**src/rtl/uart_cmd_pkg.sv**
```systemverilog
// rtl/uart_cmd_pkg.sv - ASCII constants and parser state encoding for the LED command parser.
package uart_cmd_pkg;

  localparam logic [7:0] CH_L   = 8'h4C;
  localparam logic [7:0] CH_CR  = 8'h0D;
  localparam logic [7:0] CH_LF  = 8'h0A;
  localparam logic [7:0] CH_0   = 8'h30;
  localparam logic [7:0] CH_1   = 8'h31;
  localparam logic [7:0] CH_3   = 8'h33;
  localparam logic [7:0] CH_ACK = 8'h4B;
  localparam logic [7:0] CH_NAK = 8'h45;

  typedef enum logic [2:0] {
    ST_IDLE    = 3'd0,
    ST_GOT_L   = 3'd1,
    ST_GOT_IDX = 3'd2,
    ST_GOT_VAL = 3'd3,
    ST_SKIP    = 3'd4
  } state_t;

endpackage

```
**src/rtl/uart_cmd_parser_if.sv**
```systemverilog
// rtl/uart_cmd_parser_if.sv - Byte stream from UART_RX and start/ready handshake to UART_TX.
interface uart_cmd_parser_if;

  logic [7:0] rx_data;
  logic       rx_ready;
  logic       tx_ready;
  logic [7:0] tx_data;
  logic       tx_start;

  // master: the UART side; slave: the command parser
  modport master (
    output rx_data,
    output rx_ready,
    output tx_ready,
    input  tx_data,
    input  tx_start
  );

  modport slave (
    input  rx_data,
    input  rx_ready,
    input  tx_ready,
    output tx_data,
    output tx_start
  );

endinterface

```
**src/rtl/uart_cmd_parser.sv**
```systemverilog
// rtl/uart_cmd_parser.sv - Parses 'L' <idx> <val> CR frames, drives active-low LEDs,
// answers 'K'/'E' to UART_TX and counts rejected or timed-out frames.
module uart_cmd_parser
  import uart_cmd_pkg::*;
#(
  parameter int TIMEOUT = 1000000,
  parameter int CNT_W   = 20
) (
  input  logic              clk,
  input  logic              rst,
  uart_cmd_parser_if.slave  bus,
  output logic [2:0]        led,
  output logic [7:0]        err_cnt
);

  localparam logic [CNT_W-1:0] CNT_LAST = CNT_W'(TIMEOUT - 1);

  state_t           state_q, state_d;
  logic [1:0]       idx_q, idx_d;
  logic             val_q, val_d;
  logic [2:0]       led_q, led_d;
  logic [7:0]       err_q, err_d;
  logic [CNT_W-1:0] cnt_q, cnt_d;
  logic [7:0]       tx_data_q, tx_data_d;
  logic             pend_q, pend_d;

  logic ack, nak, tmo, err_inc, tx_start;

  assign tx_start     = pend_q & bus.tx_ready;
  assign bus.tx_start = tx_start;
  assign bus.tx_data  = tx_data_q;
  assign led          = led_q;
  assign err_cnt      = err_q;

  always_ff @(posedge clk or posedge rst) begin
    if (rst) begin
      state_q   <= ST_IDLE;
      idx_q     <= 2'd0;
      val_q     <= 1'b0;
      led_q     <= 3'b111;
      err_q     <= 8'h00;
      cnt_q     <= '0;
      tx_data_q <= 8'h00;
      pend_q    <= 1'b0;
    end else begin
      state_q   <= state_d;
      idx_q     <= idx_d;
      val_q     <= val_d;
      led_q     <= led_d;
      err_q     <= err_d;
      cnt_q     <= cnt_d;
      tx_data_q <= tx_data_d;
      pend_q    <= pend_d;
    end
  end

  always_comb begin
    state_d = state_q;
    idx_d   = idx_q;
    val_d   = val_q;
    led_d   = led_q;
    ack     = 1'b0;
    nak     = 1'b0;
    tmo     = 1'b0;

    if (bus.rx_ready) begin
      unique case (state_q)
        ST_IDLE: begin
          if (bus.rx_data == CH_L) begin
            state_d = ST_GOT_L;
          end else if (bus.rx_data != CH_CR && bus.rx_data != CH_LF) begin
            state_d = ST_SKIP;
          end
        end
        ST_GOT_L: begin
          if (bus.rx_data >= CH_1 && bus.rx_data <= CH_3) begin
            state_d = ST_GOT_IDX;
            idx_d   = bus.rx_data[1:0];
          end else if (bus.rx_data == CH_CR) begin
            state_d = ST_IDLE;
            nak     = 1'b1;
          end else begin
            state_d = ST_SKIP;
          end
        end
        ST_GOT_IDX: begin
          if (bus.rx_data == CH_0 || bus.rx_data == CH_1) begin
            state_d = ST_GOT_VAL;
            val_d   = bus.rx_data[0];
          end else if (bus.rx_data == CH_CR) begin
            state_d = ST_IDLE;
            nak     = 1'b1;
          end else begin
            state_d = ST_SKIP;
          end
        end
        ST_GOT_VAL: begin
          if (bus.rx_data == CH_CR) begin
            state_d             = ST_IDLE;
            ack                 = 1'b1;
            led_d[idx_q - 2'd1] = ~val_q;
          end else begin
            state_d = ST_SKIP;
          end
        end
        ST_SKIP: begin
          if (bus.rx_data == CH_CR) begin
            state_d = ST_IDLE;
            nak     = 1'b1;
          end
        end
        default: state_d = ST_IDLE;
      endcase
    end else if (state_q != ST_IDLE && cnt_q == CNT_LAST) begin
      // a byte landing on the terminal count wins over the timeout
      state_d = ST_IDLE;
      tmo     = 1'b1;
    end
  end

  always_comb begin
    cnt_d = cnt_q + 1'b1;
    if (bus.rx_ready || state_q == ST_IDLE || tmo) begin
      cnt_d = '0;
    end
  end

  // A response arriving while one is still pending is dropped; the frame is
  // counted once as rejected even when it was itself an error frame.
  always_comb begin
    tx_data_d = tx_data_q;
    pend_d    = pend_q;
    if (tx_start) begin
      pend_d = 1'b0;
    end
    if ((ack || nak) && !pend_q) begin
      tx_data_d = ack ? CH_ACK : CH_NAK;
      pend_d    = 1'b1;
    end
    err_inc = nak | tmo | (ack & pend_q);
    err_d   = err_q;
    if (err_inc && err_q != 8'hFF) begin
      err_d = err_q + 8'd1;
    end
  end

endmodule

```
**src/flat_wrapper.sv**
```systemverilog
// flat-port wrapper written by rule: the top's interface ports become plain ports
module uart_cmd_parser_flat import uart_cmd_pkg::*;
#(
  parameter int TIMEOUT = 1000000,
  parameter int CNT_W   = 20
)
  (clk, rst, led, err_cnt, bus_rx_data, bus_rx_ready, bus_tx_ready, bus_tx_data, bus_tx_start);
  uart_cmd_parser_if bus_i ();
  input  logic clk;
  input  logic rst;
  output logic [2:0] led;
  output logic [7:0] err_cnt;
  input wire logic [$bits(bus_i.rx_data)-1:0] bus_rx_data;
  input wire logic [$bits(bus_i.rx_ready)-1:0] bus_rx_ready;
  input wire logic [$bits(bus_i.tx_ready)-1:0] bus_tx_ready;
  output wire logic [$bits(bus_i.tx_data)-1:0] bus_tx_data;
  output wire logic [$bits(bus_i.tx_start)-1:0] bus_tx_start;
  assign bus_i.rx_data = bus_rx_data;
  assign bus_i.rx_ready = bus_rx_ready;
  assign bus_i.tx_ready = bus_tx_ready;
  assign bus_tx_data = bus_i.tx_data;
  assign bus_tx_start = bus_i.tx_start;
  uart_cmd_parser #(.TIMEOUT(TIMEOUT), .CNT_W(CNT_W)) u_core (.clk(clk), .rst(rst), .bus(bus_i), .led(led), .err_cnt(err_cnt));
endmodule
```
**config.mk**
```make
export PLATFORM = sky130hd
export DESIGN_NAME = uart_cmd_parser_flat
export DESIGN_NICKNAME = d
export VERILOG_FILES = /design/src/rtl/uart_cmd_pkg.sv /design/src/rtl/uart_cmd_parser_if.sv /design/src/rtl/uart_cmd_parser.sv /design/src/flat_wrapper.sv
export SDC_FILE = /design/constraint.sdc
export NUM_CORES = 1
export LEC_CHECK = 0
export BUFFER_PORTS_ARGS = -buffer_cell sky130_fd_sc_hd__buf_2
export CAP_MARGIN = 20
export CORE_AREA = 2 2 71 107
export DETAILED_ROUTE_END_ITERATION = 8
export DIE_AREA = 0 0 73 109
export PLACE_DENSITY = 0.61
export SLEW_MARGIN = 25
export SYNTH_ARGS = -nofsm -noshare
export SYNTH_HDL_FRONTEND = slang
export SYNTH_SLANG_ARGS = --single-unit
```
**constraint.sdc**
```tcl
create_clock -name clk -period 4.5 [get_ports clk]
set_clock_uncertainty 0.15 [all_clocks]
set_input_delay 0.45 -clock clk [delete_from_list [all_inputs] [get_ports clk]]
set_output_delay 0.45 -clock clk [all_outputs]
set_load 0.02 [all_outputs]
```
==> results.py, run 1 <==
metrics = {
    "finish": {
        "final_util": 0.385,
        "drive_above_1_share": 0.232,
        "area_growth_pct": 13.4,
        "finalNetCount": 284,
        "nFillCells": 707,
        "num_antenna_cells": 0,
        "mostFrequentLayoutCells": "dfrtp_1 (38), buf_2 (28), nor2_1 (27)",
        "final_common_cell": "dfrtp_1",
        "multi_input_area_um2": 1270,
        "seqCellArea_um2": 1030,
    },
    "die": {
        "start_util": 0.339,
        "rows": 38,
        "dieHeight_um": 109,
        "core_um2": 7080,
        "die_area_um2": 7960,
        "die_w_um": 73,
        "ioPinCount": 32,
    },
    "clock_network": {
        "root_buffer": "clkbuf_8",
        "cts_resized": 0,
        "clock_sinks": 41,
        "clk_latency_ps": 300,
        "path_clk_slew_ps": 90,
        "cts_setup_buffers": 0,
        "cts_made_buffers": 5,
        "htreeDepth": 2,
        "cts_tree": "built",
        "ctsHoldBuffers": 0,
        "clock_path_buffers": 2,
    },
    "synth": {
        "synthFlopType": "dfrtp_1",
        "syn_avg_cell_area_um2": 9.90,
        "ys_ff_latch": 41,
        "yosysWarnings": 0,
        "syn_inst": 243,
        "synth_edf_count": 0,
        "syn_area_um2": 2400,
        "ys_seq_area_frac": 0.428,
        "synth_cell_types": 59,
        "async_flop_share": 1.00,
    },
    "grt": {
        "antenna_found_initial": 0,
        "grt-busiest-layer": "met2",
        "grt_util_met3": 0.0305,
        "grt_pass1_vias": 1897,
        "gr-usage-met2": 0.241,
        "globalRouteOverflowTotal": 0,
        "grt_util_met1": 0.145,
        "grt_pass1_wl_mm": 8.37,
        "grt.total_usage": 0.133,
        "grt_start_max_net_pins": 42,
    },
    "setup_path": {
        "crit_type": "reg2reg",
        "cp_slowest_cell": "o32a_4",
        "critPathRequiredTime_ps": 4550,
        "r2r_start": "u_core.cnt_q[0]",
        "endpoint_kind": "flop",
        "cp-startpoint": "u_core.cnt_q[0]",
        "startpoint_type": "flop",
        "crit_arrival_ps": 2310,
        "crit_path_max_incr_delay_ps": 450,
        "cp_cell_sequence": "ha_1 > and3_1 > nand4b_1 > o32a_4 > o22ai_2 > mux2_1",
        "cp_max_fo": 8,
    },
    "routing": {
        "antenna_left": 0,
        "drt-initial-drc-count": 70,
        "post-route-drc-count": 0,
        "vias": 1877,
        "wire_per_inst_um": 14.1,
        "routed_wl_mm": 4.93,
        "vias_per_cell": 5.35,
        "firstDrtPassIters": 4,
    },
    "min_path": {
        "holdCritPathClass": "in2async",
    },
    "power": {
        "vdd_drop_max_mv": 0.164,
        "leakagePower_nw": 1.15,
        "powerDensity_nw_per_um2": 333,
    },
    "sta": {
        "finalHoldViolations": 0,
        "finalSetupViolCount": 0,
        "worst_pin_slew_ps": 517,
        "period_needed_ps": 2270,
        "fmax_mhz": 441,
        "final_max_slew_viol_count": 0,
        "slew_headroom": 0.656,
        "fin_crit_sh": 0.503,
        "rsz0062_at_grt": "false",
        "tns_ps": 0,
    },
    "job": {
        "maxCapViolCount": 0,
    },
    "run_status": {
        "status": "finished, final reports clean",
    },
    "place": {
        "hpwlAfterDp_mm": 3.65,
        "gp_congestion": 0.790,
        "portBuffers": 28,
    },
}
cell usage after synthesis, drive strengths merged, types with 4 or more instances:
cell	count	area, um2
mux2	4	45.0
inv	10	37.5
o22ai	5	37.5
nor3	9	60.1
dfrtp	38	951
nand4	10	62.6
xor2	12	105
nor3b	5	47.5
and3	6	37.5
nor2	27	101
clkbuf	4	15.0
and2	4	26.3
a21oi	9	45.0
nand2	18	67.6
nand3	12	60.1
xnor2	10	87.6
o21ai	5	25.0
buf	8	63.8
path summary, 6_finish.rpt:
kind / end / slack, ps / cells past startpoint
setup / recovery: u_core.err_cnt[1] / 2230 / 6
hold / removal: u_core.cnt_q[2] / 100 / 3
setup reg to reg: u_core.err_cnt[1] / 2230 / 6
hold reg to reg: u_core.led[0] / 320 / 1
max in group asynchronous: u_core.led[2] / 3710 / 3
min in group clk: u_core.pend_q / 280 / 3
logic make-up (layout without fill, tap and decap cells):
group,Yosys count,after routing,synth area share
simple gates,114,114,0.286
flops,41,41,0.428
compound gates,37,37,0.126
xor+xnor,22,22,0.0801
buf+inv,22,48,0.0484
mux,4,4,0.0187
fa+ha+maj,2,2,0.0104
other cells,1,3,0.00156
flip-flops by register name, indices dropped and copies added, names as in the netlist:
name / cells
u_core.bus.tx_data: 3
u_core.val_q: 1
u_core.idx_q: 2
u_core.err_cnt: 8
u_core.pend_q: 1
u_core.cnt_q: 20
u_core.state_q: 3
u_core.led: 3
final cells by class:
class                   count  share of cell area
clock buffers               5              0.0252
clock inverters             3              0.0252
inverters                  10              0.0138
multi-input cells         182               0.464
flip-flops and latches     41               0.378
well taps                  80              0.0367
repair buffers             30              0.0569
critical path: cells and delay by family (launching register included):
| kind | cells | cell delay (ps) |
|---|---|---|
| and+or+nand+nor | 2 | 450 |
| DFF | 1 | 390 |
| muxes | 1 | 340 |
| adders and majority gates | 1 | 190 |
| AOI/OAI and AO/OA | 2 | 650 |
stage by stage:
step                      power [mW]  instances  setup slack (ps)  area [um2]  hold WS, ps
after floorplan                0.512        245              2360        2410          270
after global placement         0.552        343              2170        2590          311
after CTS                      0.915        351              2200        2730          132
after detailed placement       0.554        343              2100        2590          319
after global routing           0.945        351              2100        2730          166
final                          0.907        351              2230        2730          101
where the power goes:
part           internal, mW  switching [mW]
combinational        0.0542          0.0845
clock                 0.223           0.137
sequential            0.383          0.0242
routing by layer:
| layer | share of wire | routed length, um |
|---|---|---|
| met2 | 0.54 | 2680 |
| met5 | 0 | 0 |
| met3 | 0.031 | 155 |
| met1 | 0.41 | 2030 |
| met4 | 0.014 | 68 |
Note: power is estimated with default switching activity, not from simulation.
==> run 2: changes to the inputs <==
==> constraint.sdc (replaced) <==
create_clock -name clk -period 2.25 [get_ports clk]
set_clock_uncertainty 0.15 [all_clocks]
set_input_delay 0.225 -clock clk [delete_from_list [all_inputs] [get_ports clk]]
set_output_delay 0.225 -clock clk [all_outputs]
set_load 0.02 [all_outputs]
==> run 2 against run 1 <==
Setup slack lost 2100 ps; routed wire length rose by 2.7%; clock power is 36% higher; design area up 1.4%; critical path type unchanged; count of clock-buffer cells in the layout is the same; power up 76%; fmax up 6.6%; global-route usage up 0.42 points; sequential share of layout area fell by 0.53 points; flip-flop and latch count unchanged; utilization up 0.55 points.
==> results.py, run 2 (synthesis results as in run 1) <==
metrics = {
    "finish": {
        "largest_reg_flops": 20,
        "finalNetCount": 295,
        "final_common_cell": "dfrtp_1",
        "drive_above_1_share": 0.259,
        "top_register": "u_core.cnt_q",
        "nFillCells": 704,
        "num_antenna_cells": 0,
        "finalInstanceArea_um2": 2770,
        "area_growth_pct": 15.0,
        "mostFrequentLayoutCells": "dfrtp_1 (38), buf_2 (28), nor2_1 (27)",
        "final_util": 0.390,
    },
    "die": {
        "ioPinCount": 32,
        "die_w_um": 73,
        "dieHeight_um": 109,
        "core_um2": 7080,
        "die_area_um2": 7960,
        "rows": 38,
        "start_util": 0.339,
    },
    "clock_network": {
        "clock_path_buffers": 2,
        "htreeDepth": 2,
        "cts_made_buffers": 5,
        "root_buffer": "clkbuf_8",
        "cts_resized": 0,
        "clk_latency_ps": 300,
        "clock_sinks": 41,
        "cts_tree": "built",
        "path_clk_slew_ps": 90,
    },
    "grt": {
        "grt_start_max_net_pins": 42,
        "grt-busiest-layer": "met2",
        "globalRouteOverflowTotal": 0,
        "gr-usage-met2": 0.239,
        "grt_util_met3": 0.0323,
        "antenna_found_initial": 0,
        "grt_util_met1": 0.153,
        "grt.total_usage": 0.137,
        "grt_pass1_vias": 1851,
        "grt_pass1_wl_mm": 8.55,
    },
    "sta": {
        "period_needed_ps": 2130,
        "fmax_mhz": 470,
        "finalSetupViolCount": 0,
        "worst_pin_slew_ps": 518,
        "fin_crit_sh": 0.945,
        "finalHoldViolations": 0,
        "tns_ps": 0,
        "final_max_slew_viol_count": 0,
        "rsz0062_at_grt": "false",
        "slew_headroom": 0.655,
    },
    "power": {
        "powerDensity_nw_per_um2": 577,
        "leakagePower_nw": 1.19,
        "vdd_drop_max_mv": 0.179,
    },
    "job": {
        "maxCapViolCount": 0,
    },
    "run_status": {
        "status": "finished, final reports clean",
    },
    "setup_path": {
        "crit_path_max_incr_delay_ps": 450,
        "cp-startpoint": "u_core.cnt_q[13]",
        "critPathRequiredTime_ps": 2290,
        "r2r_start": "u_core.cnt_q[13]",
        "crit_type": "reg2reg",
        "worst-path-buf-inv": 0,
        "cp_cell_sequence": "nor4_1 > nand4b_1 > o32a_4 > o22ai_2 > mux2_1",
        "endpoint_kind": "flop",
        "crit_arrival_ps": 2170,
        "cp_max_fo": 7,
        "cp_slowest_cell": "dfrtp_1",
        "startpoint_type": "flop",
        "crit_family": "compound AO/OA/AOI/OAI gates",
    },
    "routing": {
        "antenna_left": 0,
        "firstDrtPassIters": 4,
        "vias_per_cell": 5.34,
        "routed_wl_mm": 5.07,
        "vias": 1933,
        "wire_per_inst_um": 14.0,
        "drt-initial-drc-count": 92,
        "post-route-drc-count": 0,
    },
    "place": {
        "placed_area_um2": 2660,
        "portBuffers": 28,
        "hpwlAfterDp_mm": 3.75,
        "gp_congestion": 0.855,
    },
    "min_path": {
        "worstHoldStart": "bus_tx_ready",
        "holdCritPathClass": "in2reg",
    },
}
==> run 2: cell types whose count changed in the layout (fill, tap and decap cells not counted), sizes merged <==
cell,delta
dlygate4sd3,+1
buf,+10
bufinv,-2
inv,-1
clkinv,+3
==> run 2: worst reg2reg max path, cell delays in order, from the launching register on <==
cell and delay (ps):
dfrtp_1 450, nor4_1 300, nand4b_1 190, o32a_4 410
o22ai_2 190, mux2_1 330
==> run 2: metal layers <==
layer,vias to the layer above,routed length (um)
met1,951,2070
li1,940,-
met3,6,140
met2,36,2800
met4,0,59
met5,-,0
==> run 2: path summary, 6_finish.rpt <==
| check | slack (ps) | endpoint | cells after the start |
|---|---|---|---|
| worst max-delay path | 120 | u_core.err_cnt[1] | 5 |
| worst max register to register | 120 | u_core.err_cnt[1] | 5 |
| worst min register to register | 330 | u_core.bus.tx_data[0] | 1 |
| min in group asynchronous | 450 | u_core.cnt_q[4] | 4 |
| max in group asynchronous | 1120 | u_core.led[2] | 4 |
| worst min-delay path | 70 | u_core.pend_q | 3 |
==> run 2: what timing repair did <==
item / 4_1_cts / 5_1_grt
buffers inserted: 0 / 1
endpoints found under the hold margin: 38 / 0
endpoints found under the setup margin: 0 / 1
hold buffers: 1 / 0
==> run 2: through the flow <==
step	worst slack, ps	cells	hold WS [ps]	power (mW)
2_1_floorplan	108	245	210	1.02
3_3_place_gp	180	352	236	1.11
3_5_place_dp	115	352	238	1.11
4_1_cts	109	361	52.3	1.61
5_1_grt	3.59	362	99.0	1.69
6_report	124	362	66.3	1.60
==> run 2: cell type report <==
class / instances / area, um2 / share of cell area
multi-input combinational: 182 / 1270 / 0.458
sequential: 41 / 1030 / 0.372
timing repair buffer: 41 / 240 / 0.0869
tap: 80 / 100 / 0.0362
clock buffer: 5 / 68.8 / 0.0249
inverter: 10 / 37.5 / 0.0136
clock inverter: 3 / 22.5 / 0.00814
==> run 2: power breakdown <==
part	internal [mW]	leakage (nW)	switching, mW
Sequential	0.767	0.545	0.0467
Combinational	0.121	0.593	0.170
Clock	0.220	0.0481	0.272
==> run 3: changes to the inputs <==
--- a/config.mk
+++ b/config.mk
@@ -7,10 +7,10 @@
 export LEC_CHECK = 0
 export BUFFER_PORTS_ARGS = -buffer_cell sky130_fd_sc_hd__buf_2
 export CAP_MARGIN = 20
-export CORE_AREA = 2 2 71 107
+export CORE_AREA = 2 2 79 62
 export DETAILED_ROUTE_END_ITERATION = 8
-export DIE_AREA = 0 0 73 109
-export PLACE_DENSITY = 0.61
+export DIE_AREA = 0 0 81 64
+export PLACE_DENSITY = 0.85
 export SLEW_MARGIN = 25
 export SYNTH_ARGS = -nofsm -noshare
 export SYNTH_HDL_FRONTEND = slang
==> run 3 against run 2 <==
Routed wire length fell by 2.2%; setup slack got worse by 10 ps; power rose by 1.5%; flip-flop and latch count did not move; via count fell by 0.21%; non-clock buffer count fell by 3; clock power rose by 7.7%; highest routed layer unchanged.
==> results.py, run 3 (synthesis results as in run 1) <==
metrics = {
    "sta": {
        "worst_pin_slew_ps": 517,
        "finalSetupViolCount": 0,
        "tns_ps": 0,
        "slew_headroom": 0.653,
        "fin_crit_sh": 0.949,
        "finalHoldViolations": 0,
        "rsz0062_at_grt": "false",
        "hold_slack_ps": 68.4,
        "final_max_slew_viol_count": 0,
        "period_needed_ps": 2140,
        "fmax_mhz": 468,
        "worst_slack_ps": 114,
    },
    "min_path": {
        "holdCritPathClass": "in2reg",
        "min_to": "u_core.pend_q",
        "worstHoldStart": "bus_tx_ready",
        "worst_hold_path.num_cells": 3,
    },
    "grt": {
        "globalRouteOverflowTotal": 0,
        "grt.total_usage": 0.210,
        "grt_start_max_net_pins": 42,
        "grt_pass1_vias": 1852,
        "grt_pass1_wl_mm": 8.42,
        "antenna_found_initial": 0,
    },
    "routing": {
        "firstDrtPassIters": 4,
        "drt-initial-drc-count": 163,
        "post-route-drc-count": 0,
        "vias": 1929,
        "wire_per_inst_um": 14.7,
        "antenna_left": 0,
        "routed_wl_mm": 4.96,
        "vias_per_cell": 5.74,
    },
    "finish": {
        "top_register": "u_core.cnt_q",
        "finalNetCount": 292,
        "drive_above_1_share": 0.254,
        "multi_input_area_um2": 1270,
        "largest_reg_flops": 20,
        "nFillCells": 381,
        "num_antenna_cells": 0,
        "final_util": 0.626,
        "seqCellArea_um2": 1030,
        "mostFrequentLayoutCells": "dfrtp_1 (38), buf_2 (28), nor2_1 (27)",
        "area_growth_pct": 13.5,
        "final_common_cell": "dfrtp_1",
        "stdcell_count": 336,
    },
    "clock_network": {
        "clock_sinks": 41,
        "clk_latency_ps": 300,
        "path_clk_slew_ps": 80,
        "htreeDepth": 2,
        "cts_tree": "built",
        "root_buffer": "clkbuf_8",
        "clock_path_buffers": 2,
        "cts_made_buffers": 5,
    },
    "setup_path": {
        "r2r-end": "u_core.err_cnt[1]",
        "r2r_start": "u_core.state_q[1]",
        "cp_max_fo": 10,
        "crit_type": "reg2reg",
        "crit_arrival_ps": 2180,
        "r2r_setup_slack_ps": 110,
        "critPathRequiredTime_ps": 2290,
        "r2r_cells": 5,
        "startpoint_type": "flop",
        "endpoint_kind": "flop",
    },
    "die": {
        "die_area_um2": 5180,
        "ioPinCount": 32,
        "start_util": 0.551,
        "rows": 21,
        "dieHeight_um": 64,
        "core_um2": 4360,
        "die_w_um": 81,
    },
    "place": {
        "gp_congestion": 0.854,
        "portBuffers": 28,
        "pre_cts_slack_ps": 74.0,
        "hpwlAfterDp_mm": 3.65,
        "dp_cells": 327,
    },
    "power": {
        "powerDensity_nw_per_um2": 594,
        "leakagePower_nw": 1.18,
        "vdd_drop_max_mv": 0.481,
    },
    "job": {
        "maxCapViolCount": 0,
    },
    "run_status": {
        "status": "finished, final reports clean",
    },
}
[run 3: cell types whose count changed in the layout (fill, tap and decap cells not counted), sizes merged]
cell	change
buf	-3
clkbuf	+2
clkinv	-2
[run 3: routing by layer]
metal	global-route usage	part of all wire	vias to the layer above
li1	-	-	941
met3	0.0438	0.052	6
met5	0	0	-
met1	0.311	0.50	918
met4	0.0805	0.015	0
met2	0.300	0.44	64
[run 3: stage by stage]
step / instance area (um2) / power [mW]
2_1_floorplan: 2410 / 1.02
3_3_place_gp: 2610 / 1.10
3_5_place_dp: 2610 / 1.10
4_1_cts: 2720 / 1.63
5_1_grt: 2730 / 1.70
6_report: 2730 / 1.62
[run 3: worst max path at each step]
stage	endpoint	slack (ps)	from
after floorplan	u_core.err_cnt[1]	110	u_core.cnt_q[0]
after global placement	u_core.err_cnt[1]	130	u_core.cnt_q[0]
after detailed placement	u_core.err_cnt[1]	70	u_core.cnt_q[0]
after CTS	u_core.err_cnt[1]	70	u_core.cnt_q[0]
after global routing	u_core.err_cnt[1]	20	u_core.cnt_q[10]
final	u_core.err_cnt[1]	110	u_core.state_q[1]
[run 3: area by class of cell]
type / count / share of cell area
tap: 57 / 0.0261
multi-input combinational: 182 / 0.466
clock buffer: 7 / 0.0353
sequential: 41 / 0.377
timing repair buffer: 38 / 0.0797
clock inverter: 1 / 0.00183
inverter: 10 / 0.0137
[run 3: power breakdown]
group / internal [mW] / total (mW) / switching, mW
registers: 0.767 / 0.814 / 0.0472
clock network: 0.277 / 0.530 / 0.253
logic: 0.110 / 0.277 / 0.167
total: 1.15 / 1.62 / 0.467
[run 3: critical path, cell delays in order, from the launching register on]
cell     delay, ps
dfrtp_1        530
nor3_2         120
or2_4          260
o32a_4         440
o22ai_2        190
mux2_1         330
[run 3: what timing repair did]
item,in CTS,in global routing
gates resized for setup,0,1
setup buffers,0,0
endpoints found under the setup margin,0,1
hold buffers,1,0
hold endpoints to repair,38,0
